--- src/rtl/dispensador_multi.sv ---
// Coin-operated vending controller: two synchronised coin inputs, saturating credit,
// automatic vend at PRICE, refund on cancel or idle timeout.
module dispensador_multi #(
    parameter int PRICE   = 3,
    parameter int VAL_A   = 1,
    parameter int VAL_B   = 2,
    parameter int CRED_W  = 4,
    parameter int PROD_W  = 5,
    parameter int TIMEOUT = 50_000_000
) (
    input  logic              clk,
    input  logic              rst_n,
    input  logic              coin_a,
    input  logic              coin_b,
    input  logic              cancel,
    output logic [CRED_W-1:0] credit,
    output logic [CRED_W-1:0] change,
    output logic              vend,
    output logic              refund,
    output logic [PROD_W-1:0] products,
    output logic [1:0]        fsm_state
);

    localparam int TW = (TIMEOUT > 2) ? $clog2(TIMEOUT) : 1;
    localparam int SW = CRED_W + 2;
    localparam logic [SW-1:0] CRED_MAX = SW'({CRED_W{1'b1}});

    typedef enum logic [1:0] {
        IDLE   = 2'd0,
        ACCUM  = 2'd1,
        VEND   = 2'd2,
        RETURN = 2'd3
    } state_t;

    state_t state, state_next;

    logic [2:0]        a_sync, b_sync;
    logic [1:0]        fill;
    logic              armed_a, armed_b;
    logic              edge_a, edge_b;
    logic [TW-1:0]     timer, timer_next;
    logic [CRED_W-1:0] credit_next, change_next;
    logic [PROD_W-1:0] products_next;
    logic [SW-1:0]     coin_val;
    logic              coin_any;

    function automatic logic [CRED_W-1:0] sat(input logic [SW-1:0] v);
        return (v > CRED_MAX) ? {CRED_W{1'b1}} : v[CRED_W-1:0];
    endfunction

    // A level already high when the sync pipeline fills must go low before it can
    // count, so each channel is armed only after a valid low sample.
    always_ff @(posedge clk or negedge rst_n) begin
        if (!rst_n) begin
            a_sync  <= '0;
            b_sync  <= '0;
            fill    <= '0;
            armed_a <= 1'b0;
            armed_b <= 1'b0;
            edge_a  <= 1'b0;
            edge_b  <= 1'b0;
        end else begin
            a_sync  <= {a_sync[1:0], coin_a};
            b_sync  <= {b_sync[1:0], coin_b};
            fill    <= {fill[0], 1'b1};
            armed_a <= armed_a | (fill[1] & ~a_sync[1]);
            armed_b <= armed_b | (fill[1] & ~b_sync[1]);
            edge_a  <= armed_a & a_sync[1] & ~a_sync[2];
            edge_b  <= armed_b & b_sync[1] & ~b_sync[2];
        end
    end

    always_comb begin
        coin_val = (edge_a ? SW'(VAL_A) : '0) + (edge_b ? SW'(VAL_B) : '0);
        coin_any = edge_a | edge_b;
    end

    always_ff @(posedge clk or negedge rst_n) begin
        if (!rst_n) begin
            state    <= IDLE;
            credit   <= '0;
            change   <= '0;
            products <= '0;
            timer    <= '0;
        end else begin
            state    <= state_next;
            credit   <= credit_next;
            change   <= change_next;
            products <= products_next;
            timer    <= timer_next;
        end
    end

    always_comb begin
        state_next    = state;
        credit_next   = credit;
        change_next   = change;
        products_next = products;
        timer_next    = '0;
        case (state)
            IDLE: begin
                if (coin_any) begin
                    credit_next = sat(coin_val);
                    if (credit_next != '0) state_next = ACCUM;
                end
            end
            ACCUM: begin
                // Coins are accepted before the decision so a cancel refunds them too.
                credit_next = sat(SW'(credit) + coin_val);
                timer_next  = coin_any ? '0 : timer + TW'(1);
                if (credit >= CRED_W'(PRICE))
                    state_next = VEND;
                else if (cancel || timer == TW'(TIMEOUT - 1))
                    state_next = RETURN;
                if (state_next != ACCUM) timer_next = '0;
            end
            VEND: begin
                change_next   = credit - CRED_W'(PRICE);
                products_next = (products == {PROD_W{1'b1}}) ? products : products + PROD_W'(1);
                credit_next   = sat(coin_val);
                state_next    = (credit_next != '0) ? ACCUM : IDLE;
            end
            RETURN: begin
                change_next = credit;
                credit_next = '0;
                state_next  = IDLE;
            end
            default: state_next = IDLE;
        endcase
    end

    assign vend      = (state == VEND);
    assign refund    = (state == RETURN);
    assign fsm_state = state;

endmodule

--- config.mk ---
export PLATFORM = sky130hd
export DESIGN_NAME = dispensador_multi
export DESIGN_NICKNAME = d
export VERILOG_FILES = /design/src/rtl/dispensador_multi.sv
export SDC_FILE = /design/constraint.sdc
export NUM_CORES = 1
export LEC_CHECK = 0
export BUFFER_PORTS_ARGS = -buffer_cell sky130_fd_sc_hd__buf_2
export CAP_MARGIN = 20
export CORE_UTILIZATION = 60
export CTS_BUF_LIST = sky130_fd_sc_hd__clkbuf_4 sky130_fd_sc_hd__clkbuf_8
export DETAILED_ROUTE_END_ITERATION = 10
export PLACE_DENSITY = 0.83
export SYNTH_ARGS = -nofsm -noshare
export SYNTH_HDL_FRONTEND = slang
export SYNTH_SLANG_ARGS = --single-unit
--- constraint.sdc ---
create_clock -name clk -period 2.5 [get_ports clk]
set_input_delay 0.375 -clock clk [delete_from_list [all_inputs] [get_ports clk]]
set_output_delay 0.375 -clock clk [all_outputs]
set_load 0.005 [all_outputs]
==> flow_metrics.env, run 1 <==
export IMPL_status="finished, final reports clean"
export IMPL_ys_warn_count=0
export IMPL_dpl_hpwl_mm=3.24
export IMPL_synthesis_nets=248
export IMPL_setup_ws_ns=0.496
export IMPL_cp_start_kind="flip-flop"
export IMPL_ys_top_cells_by_area="dfrtp_1 (53%), a21oi_1 (4.0%), o31ai_1 (3.3%)"
export IMPL_hold_viol=0
export IMPL_grt_pass1_wl_mm=7.29
export IMPL_via_per_inst=5.81
export IMPL_clockRootBuffer="clkbuf_8"
export IMPL_overflow=0
export IMPL_finalWirelength_mm=4.60
export IMPL_finalCriticalPeriod_ns=2.00
export IMPL_fp_coreArea_sq_um=4030
export IMPL_clockBufferDepth=2
export IMPL_drt_first_pass_iters=5
export IMPL_area_growth_pct=11.2
export IMPL_final_core_util=0.696
export IMPL_drive_gt1_frac=0.198
export IMPL_pin_count=22
export IMPL_synth_ff_type="dfrtp_1"
export IMPL_antennaDiodeCount=0
export IMPL_grt_pass1_vias=1612
export IMPL_finalNonFillerCells=313
export IMPL_drt_iter0_drc=126
export IMPL_path_class="flip-flop to flip-flop"
export IMPL_p_int_mw=1.51
export IMPL_fillers=311
export IMPL_std_cell_rows=23
export IMPL_die_area_sq_um=4470
export IMPL_yosysTopAreaCell="dfrtp_1"
export IMPL_postCtsSetupBuffers=0
export IMPL_start_util=0.626
export IMPL_p_leak_nw=1.20
export IMPL_synth_common_cells="dfrtp_1 (53), a21oi_1 (20), nor2_1 (19)"
export IMPL_h_tree_depth=2
export IMPL_syn_area_per_cell_sq_um=10.7
export IMPL_critPathCaptureType="flip-flop"
export IMPL_setup_viol=0
export IMPL_crit_required_ns=2.73
export IMPL_antenna_found_initial=0
export IMPL_cts_buffers=5
export IMPL_cts_hold_buffers_added=1
export IMPL_ys_ff_latch=53
export IMPL_p_switching_uw=711
export IMPL_clock_latency_ns=0.31
export IMPL_ys_seq_area_frac=0.526
export IMPL_hp_class="input port to flip-flop"
export IMPL_track_usage=0.222
export IMPL_synth_top_cell_area_share=0.526
export IMPL_synthCells=236
export IMPL_synth_most_common_cell="dfrtp_1"
export IMPL_swShare=0.320
export IMPL_synth_edf_count=0
export IMPL_dr_total_vias=1818
export IMPL_ys_types=47
export IMPL_power_mw=2.22
export IMPL_pwr_share_comb=0.272
export IMPL_rsz0062_at_grt="false"
export IMPL_die_w_um=66.8
export IMPL_place_inst=304
export IMPL_worstPathMaxFanout=7
export IMPL_path_clk_slew_ns=0.10
export IMPL_drtAntennaViolNets=0
export IMPL_post_route_period_util=0.801
export IMPL_max_cap_violations=0
export IMPL_grt_max_degree=27
export IMPL_pwr_share_seq=0.503
export IMPL_maxSlewViolCount=0
export IMPL_place_ws_ns=0.502
export IMPL_routedWlPerCell_um=14.7
export IMPL_cts_sinks=53
export IMPL_tns_ns=0
export IMPL_die_y_um=66.8
export IMPL_fin_skew_ns=0.0121
export IMPL_fmax_mhz=499
export IMPL_syn_area_sq_um=2520
export IMPL_cp_data_arrival_time_ns=2.23
export IMPL_power_density_nw_per_um2=793
export IMPL_cts_tree="built"
export IMPL_synthArstFlopShare=1.00
export IMPL_port_buffers=21
export IMPL_ir_drop_mv=0.515
export IMPL_finalNetCount=274
export IMPL_remaining_drc_errors=0
export IMPL_power_frac_clock=0.225
export IMPL_gp_congestion=0.874
export IMPL_cts_resized=0
power groups by stage:
stage	Sequential, mW	Clock (mW)	Combinational [mW]
final	1.12	0.501	0.605
after global routing	1.14	0.540	0.687
after CTS	1.12	0.513	0.613
after detailed placement	1.14	0	0.609
after global placement	1.13	0	0.592
after floorplan	1.10	0	0.408
metal layers:
metal  wire [um]  global-route usage
met1        2200               0.308
met2        2190               0.343
met3         141              0.0360
met4          66              0.0957
met5           0                   0
final timing paths:
path	cells after the start	start	to	slack, ns
min in group asynchronous	2	rst_n	credit[0]	0.44
hold reg to reg	0	a_sync[0]	a_sync[1]	0.36
max in group asynchronous	3	rst_n	timer[4]	1.48
setup reg to reg	6	timer[0]	timer[16]	0.50
hold / removal	1	coin_b	b_sync[0]	0.17
setup / recovery	6	timer[0]	timer[16]	0.50
sequential cells by signal, summed over array words and instances (netlist names):
register and flops:
fill 2, change 4, fsm_state 2, b_sync 3
credit 4, timer 26, edge_a 1, products 5
a_sync 3, edge_b 1, armed_a 1, armed_b 1
cells by family (layout without fill, tap and decap cells):
| logic type | Yosys count | in the layout | synth area share |
|---|---|---|---|
| AND/OR/NAND/NOR | 86 | 86 | 0.203 |
| flip-flops | 53 | 53 | 0.526 |
| AO/OA/AOI/OAI | 48 | 48 | 0.120 |
| buffers and inverters | 20 | 47 | 0.0352 |
| XOR/XNOR | 16 | 16 | 0.0556 |
| adder cells (fa/ha/maj) | 7 | 7 | 0.0377 |
| multiplexers | 5 | 5 | 0.0213 |
| other | 1 | 1 | 0.00149 |
per-stage QoR:
| step | instance area, sq um | hold WS, ns |
|---|---|---|
| global placement | 2700 | 0.248 |
| floorplan | 2520 | 0.0794 |
| CTS | 2810 | 0.164 |
| finish | 2810 | 0.171 |
| detailed placement | 2700 | 0.248 |
| global route | 2810 | 0.156 |
layout by cell type, fill, tap and decap left out, types with 8 or more instances in the layout:
cell	synthesis	routed
nand2_1	10	10
buf_2	2	21
nor2_1	19	19
buf_4	1	9
a21oi_1	20	20
or4_1	8	8
inv_1	8	8
nand3_1	10	10
dfrtp_1	53	53
xor2_1	9	9
o31ai_1	11	11
cell type report:
cell class / instances / area, sq um / area share
multi-input cells: 163 / 1110 / 0.395
inverters: 8 / 30.0 / 0.0107
clock inverters: 2 / 13.8 / 0.00491
flip-flops and latches: 53 / 1330 / 0.473
well taps: 50 / 62.6 / 0.0223
repair buffers: 31 / 183 / 0.0651
clock buffers: 6 / 82.6 / 0.0294
critical path: stages (launching register included):
cell	delay [ns]
dfrtp_1	0.43
ha_1	0.23
and2_1	0.24
nand4_1	0.19
buf_4	0.21
or4_1	0.46
a21oi_1	0.19
Power figures use the tool's default switching activity.
==> run 2: changes to the inputs <==
--- a/config.mk
+++ b/config.mk
@@ -7,10 +7,10 @@
 export LEC_CHECK = 0
 export BUFFER_PORTS_ARGS = -buffer_cell sky130_fd_sc_hd__buf_2
 export CAP_MARGIN = 20
-export CORE_UTILIZATION = 60
+export CORE_UTILIZATION = 55
 export CTS_BUF_LIST = sky130_fd_sc_hd__clkbuf_4 sky130_fd_sc_hd__clkbuf_8
 export DETAILED_ROUTE_END_ITERATION = 10
-export PLACE_DENSITY = 0.83
+export PLACE_DENSITY = 0.8
 export SYNTH_ARGS = -nofsm -noshare
 export SYNTH_HDL_FRONTEND = slang
 export SYNTH_SLANG_ARGS = --single-unit
==> constraint.sdc (replaced) <==
create_clock -name clk -period 1.7 [get_ports clk]
set_input_delay 0.255 -clock clk [delete_from_list [all_inputs] [get_ports clk]]
set_output_delay 0.255 -clock clk [all_outputs]
set_load 0.005 [all_outputs]
==> run 2 against run 1 <==
Effect of this change:
- critical endpoint is now timer[25]
- combinational power increased by 140%
- largest power group unchanged
- clock skew rose by 0.0019 ns
- routed wire length up 58%
- register-to-register slack lost 0.72 ns
- cell area up 27%
- the run now ends with negative setup slack left
- die area rose by 8.8%
==> flow_metrics.env, run 2 (same netlist as run 1, synthesis figures left out) <==
export IMPL_status="complete, but fails checks"
export IMPL_violations="negative setup slack"
export IMPL_critPathCaptureType="flip-flop"
export IMPL_drive_gt1_frac=0.458
export IMPL_top_usage_layer="met2"
export IMPL_final_common_cell="dfrtp_1"
export IMPL_cp_data_arrival_time_ns=2.16
export IMPL_setup_viol=27
export IMPL_max_cap_violations=0
export IMPL_cts_buffers=5
export IMPL_finalNonFillerCells=371
export IMPL_track_usage=0.243
export IMPL_die_y_um=69.7
export IMPL_antennaDiodeCount=0
export IMPL_fp_coreArea_sq_um=4380
export IMPL_fin_skew_ns=0.0140
export IMPL_crit_reg2reg_launch="timer[0]"
export IMPL_hold_viol=0
export IMPL_min_delay_start="coin_b"
export IMPL_clock_latency_ns=0.31
export IMPL_via_per_inst=6.23
export IMPL_tns_ns=-3.08
export IMPL_finalWirelength_mm=7.28
export IMPL_area_growth_pct=40.7
export IMPL_std_cell_rows=24
export IMPL_port_buffers=21
export IMPL_setup_ws_ns=-0.224
export IMPL_cts_sinks=53
export IMPL_fmax_mhz=520
export IMPL_cts_tree="built"
export IMPL_drtAntennaViolNets=0
export IMPL_die_w_um=69.7
export IMPL_post_dp_cell_area_sq_um=2990
export IMPL_multi_input_comb_area_sq_um=1340
export IMPL_drt_first_pass_iters=5
export IMPL_dr_total_vias=2313
export IMPL_p_leak_nw=1.55
export IMPL_clockRootBuffer="clkbuf_8"
export IMPL_gp_congestion=0.849
export IMPL_regArea_sq_um=1330
export IMPL_ir_drop_mv=0.603
export IMPL_antenna_found_initial=0
export IMPL_rr_worst_depth=6
export IMPL_remaining_drc_errors=0
export IMPL_largest_register_ffs=26
export IMPL_grt_use_met3=0.0494
export IMPL_routedWlPerCell_um=19.6
export IMPL_hp_class="input port to flip-flop"
export IMPL_finalNetCount=330
export IMPL_regMostFlops="timer"
export IMPL_finalCriticalPeriod_ns=1.92
export IMPL_timing_hold_ws_ns=0.0518
export IMPL_maxSlewViolCount=0
export IMPL_post_route_period_util=1.13
export IMPL_grt_max_degree=54
export IMPL_overflow=0
export IMPL_r2r_end="timer[25]"
export IMPL_pin_count=22
export IMPL_h_tree_depth=2
export IMPL_crit_required_ns=1.93
export IMPL_gr_usage_met2=0.403
export IMPL_grt_pass1_wl_mm=9.17
export IMPL_min_to="b_sync[0]"
export IMPL_hold_path_depth=1
export IMPL_die_area_sq_um=4860
export IMPL_path_clk_slew_ns=0.08
export IMPL_r2r_slack_ns=-0.22
export IMPL_fillers=226
export IMPL_path_class="flip-flop to flip-flop"
export IMPL_top_regs="timer x26, products x5"
export IMPL_final_cell_mix="dfrtp_1 (52), buf_4 (51), buf_2 (21)"
export IMPL_clockBufferDepth=2
export IMPL_drt_iter0_drc=240
export IMPL_rsz0062_at_grt="true"
export IMPL_stdcell_area_sq_um=3550
export IMPL_grt_pass1_vias=1979
export IMPL_start_util=0.575
export IMPL_worstPathMaxFanout=5
export IMPL_place_inst=340
export IMPL_cp_start_kind="flip-flop"
export IMPL_dpl_hpwl_mm=3.46
export IMPL_use_met1=0.317
export IMPL_power_density_nw_per_um2=1070
-- run 2: changes by cell type in the layout (fill, tap and decap cells not counted), sizes merged --
cell,delta
buf,+53
clkbuf,+4
clkinv,-2
or3,+1
-- run 2: where the power goes --
group	total, mW	internal [mW]	switching [mW]	leakage (nW)
clock network	0.765	0.365	0.400	0.0523
logic	1.45	0.773	0.681	0.817
registers	1.59	1.44	0.150	0.681
-- run 2: layout make-up --
type | instances | share of cell area
multi-input combinational | 164 | 0.378
sequential | 53 | 0.374
timing repair buffer | 86 | 0.194
clock buffer | 8 | 0.0275
tap | 52 | 0.0183
inverter | 8 | 0.00846
-- run 2: per-layer routing --
metal,vias up,wire length (um)
li1,1016,-
met1,1129,2860
met2,133,3560
met3,35,537
met4,0,318
met5,-,0
-- run 2: what timing repair did --
item	CTS	global route
gates cloned	1	4
setup buffers	5	13
resized for setup	12	47
pin swaps	5	19
hold buffers	1	0
endpoints found under the hold margin	53	0
setup endpoints to repair	27	31
-- run 2: critical path, stage by stage (launching register included) --
cell and delay (ns):
dfrtp_1 0.39, buf_6 0.11, and3_4 0.19, nand4_1 0.28, buf_4 0.25, or4_4 0.47, a21oi_2 0.15
-- run 2: stage by stage --
stage               setup slack [ns]   util  total power, mW
CTS                          -0.0330  0.728             3.58
detailed placement           -0.0679  0.682             2.76
floorplan                    -0.0190      -             2.23
global route                  -0.255  0.810             4.01
global placement             -0.0139  0.682             2.71
finish                        -0.224  0.810             3.81
-- run 2: worst max-delay path by stage --
stage,startpoint,to,slack (ns),depth (start not counted)
final,timer[0],timer[25],-0.22,6
after global routing,timer[8],timer[18],-0.25,7
after CTS,timer[8],timer[1],-0.03,5
after detailed placement,credit[0],timer[15],-0.07,6
after global placement,timer[1],timer[14],-0.01,6
after floorplan,timer[0],timer[22],-0.02,6
==> run 3: changes to the inputs <==
--- a/config.mk
+++ b/config.mk
@@ -7,10 +7,11 @@
 export LEC_CHECK = 0
 export BUFFER_PORTS_ARGS = -buffer_cell sky130_fd_sc_hd__buf_2
 export CAP_MARGIN = 20
-export CORE_UTILIZATION = 55
+export CORE_UTILIZATION = 30
 export CTS_BUF_LIST = sky130_fd_sc_hd__clkbuf_4 sky130_fd_sc_hd__clkbuf_8
 export DETAILED_ROUTE_END_ITERATION = 10
-export PLACE_DENSITY = 0.8
+export PLACE_DENSITY = 0.5
+export RECOVER_POWER = 100
 export SYNTH_ARGS = -nofsm -noshare
 export SYNTH_HDL_FRONTEND = slang
 export SYNTH_SLANG_ARGS = --single-unit
==> constraint.sdc (replaced) <==
create_clock -name clk -period 1.7 [get_ports clk]
set_input_delay 0.255 -clock clk [delete_from_list [all_inputs] [get_ports clk]]
set_output_delay 0.255 -clock clk [all_outputs]
set_load 0.01 [all_outputs]
==> run 3 against run 2 <==
Effect of this change:
- the flow finishes with violations (design-rule violations, negative setup slack)
- combinational power down 11%
- clock power barely moved
- sequential cell count unchanged
- register-to-register slack better by 0.18 ns
- worst hold slack worse by 0.017 ns
- highest routed layer unchanged
- maximum frequency increased by 10%
- critical path type unchanged
- clock-buffer cell count shrank 3
- sequential share of layout area up 2.1 points
- total power shrank 4.7%
- worst setup slack improved by 0.18 ns
- global-route usage decreased by 11 points
==> flow_metrics.env, run 3 (same netlist as run 1, synthesis figures left out) <==
export IMPL_path_class="flip-flop to flip-flop"
export IMPL_power_density_nw_per_um2=1080
export IMPL_pin_count=22
export IMPL_drtAntennaViolNets=0
export IMPL_drt_first_pass_iters=7
export IMPL_p_switching_mw=1.26
export IMPL_grt_max_degree=26
export IMPL_fmax_mhz=573
export IMPL_grt_pass1_wl_mm=8.94
export IMPL_hold_viol=0
export IMPL_multi_input_comb_area_sq_um=1240
export IMPL_cp_start_kind="flip-flop"
export IMPL_max_slew_worst_pin_slew_ns=1.21
export IMPL_maxSlewViolCount=0
export IMPL_tns_ns=-0.234
export IMPL_regArea_sq_um=1330
export IMPL_remaining_drc_errors=2
export IMPL_grt_pass1_vias=1893
export IMPL_crit_required_ns=1.94
export IMPL_h_tree_depth=2
export IMPL_area_growth_pct=33.3
export IMPL_stdcell_area_sq_um=3360
export IMPL_antenna_found_initial=0
export IMPL_clockRootBuffer="clkbuf_8"
export IMPL_overflow=0
export IMPL_fp_coreArea_sq_um=8180
export IMPL_fin_skew_ns=0.0129
export IMPL_dr_total_vias=1979
export IMPL_dpl_hpwl_mm=3.53
export IMPL_track_usage=0.129
export IMPL_via_per_inst=4.75
export IMPL_cts_tree="built"
export IMPL_max_slew_margin=0.193
export IMPL_path_clk_slew_ns=0.11
export IMPL_clock_latency_ns=0.31
export IMPL_power_mw=3.63
export IMPL_cts_sinks=53
export IMPL_top_regs="timer x26, products x5"
export IMPL_start_util=0.309
export IMPL_die_area_sq_um=8780
export IMPL_drt_iter0_drc=77
export IMPL_cp_data_arrival_time_ns=1.98
export IMPL_setup_viol=8
export IMPL_fillers=841
export IMPL_post_route_period_util=1.03
export IMPL_pwr_share_seq=0.432
export IMPL_die_w_um=93.7
export IMPL_drive_gt1_frac=0.333
export IMPL_post_dp_cell_area_sq_um=3060
export IMPL_regMostFlops="timer"
export IMPL_largest_register_ffs=26
export IMPL_rsz0062_at_grt="true"
export IMPL_worstPathMaxFanout=4
export IMPL_p_leak_nw=1.40
export IMPL_violations="design-rule violations, negative setup slack"
export IMPL_swShare=0.347
export IMPL_die_y_um=93.7
export IMPL_critPathCaptureType="flip-flop"
export IMPL_setup_ws_ns=-0.0444
export IMPL_gp_congestion=0.744
export IMPL_ir_drop_mv=0.389
export IMPL_pwr_share_comb=0.357
export IMPL_antennaDiodeCount=0
export IMPL_final_cell_mix="dfrtp_1 (51), buf_4 (43), nor2_1 (19), clkbuf_1 (19), a21oi_1 (14)"
export IMPL_std_cell_rows=33
export IMPL_power_frac_clock=0.212
export IMPL_finalNetCount=323
export IMPL_max_cap_violations=0
export IMPL_hp_class="input port to flip-flop"
export IMPL_finalWirelength_mm=5.46
export IMPL_p_int_mw=2.37
export IMPL_final_common_cell="dfrtp_1"
export IMPL_status="complete, but fails checks"
export IMPL_routedWlPerCell_um=13.1
export IMPL_port_buffers=21
export IMPL_finalCriticalPeriod_ns=1.74
export IMPL_clockBufferDepth=2
export IMPL_cts_buffers=5
## run 3: changes by cell type in the layout (fill, tap and decap cells not counted), sizes merged
cell,delta
buf,-25
inv,+3
clkbuf,+15
## run 3: final timing paths
check,start,to,slack (ns),depth (start not counted)
max in group asynchronous,rst_n,timer[17],0.17,3
worst min register to register,fill[0],fill[1],0.36,0
worst max-delay path,timer[0],timer[17],-0.04,5
worst max register to register,timer[0],timer[17],-0.04,5
min in group asynchronous,rst_n,timer[2],0.71,2
worst min-delay path,coin_a,a_sync[0],0.03,1
## run 3: cell type report
| type | count | share of cell area |
|---|---|---|
| Inverter | 8 | 0.00893 |
| Timing Repair Buffer | 79 | 0.160 |
| Clock buffer | 5 | 0.0205 |
| Multi-Input combinational cell | 164 | 0.369 |
| Sequential cell | 53 | 0.395 |
| Tap cell | 105 | 0.0391 |
| Clock inverter | 3 | 0.00782 |
## run 3: what timing repair did
action	in CTS	in global routing
buffers inserted	6	7
pin swaps	2	12
cloned	0	2
gates resized for setup	14	20
endpoints found under the setup margin	27	30
hold buffers	1	0
endpoints found under the hold margin	17	0
## run 3: per-stage QoR
| step | hold slack (ns) | utilization | setup slack (ns) | cells |
|---|---|---|---|---|
| after floorplan | -0.0406 | - | -0.0190 | 236 |
| final | 0.0350 | 0.411 | -0.0444 | 417 |
| after global routing | 0.0248 | 0.411 | -0.119 | 417 |
| after global placement | 0.258 | 0.375 | -0.0501 | 393 |
| after detailed placement | 0.265 | 0.375 | -0.0852 | 393 |
| after CTS | 0.0242 | 0.402 | -0.0685 | 408 |
## run 3: per-layer routing
layer / share of wire / GRT usage / vias to the layer above
li1: - / - / 997
met2: 0.46 / 0.196 / 19
met4: 0.0093 / 0.0308 / 0
met3: 0.021 / 0.0243 / 4
met1: 0.51 / 0.187 / 959
met5: 0 / 0 / -
## run 3: worst max-delay path, cell delays in order (launching register included)
cell and delay (ns):
dfrtp_1 0.37, buf_4 0.12, and3_4 0.18, nand4_1 0.24, or4_2 0.60, a21oi_1 0.15
## run 3: power by group through the flow
stage	logic [mW]	registers, mW	clock network (mW)
2_1_floorplan	0.616	1.69	0
3_3_place_gp	1.25	1.57	0
3_5_place_dp	1.26	1.58	0
4_1_cts	1.41	1.57	0.806
5_1_grt	1.45	1.60	0.849
6_report	1.29	1.57	0.768
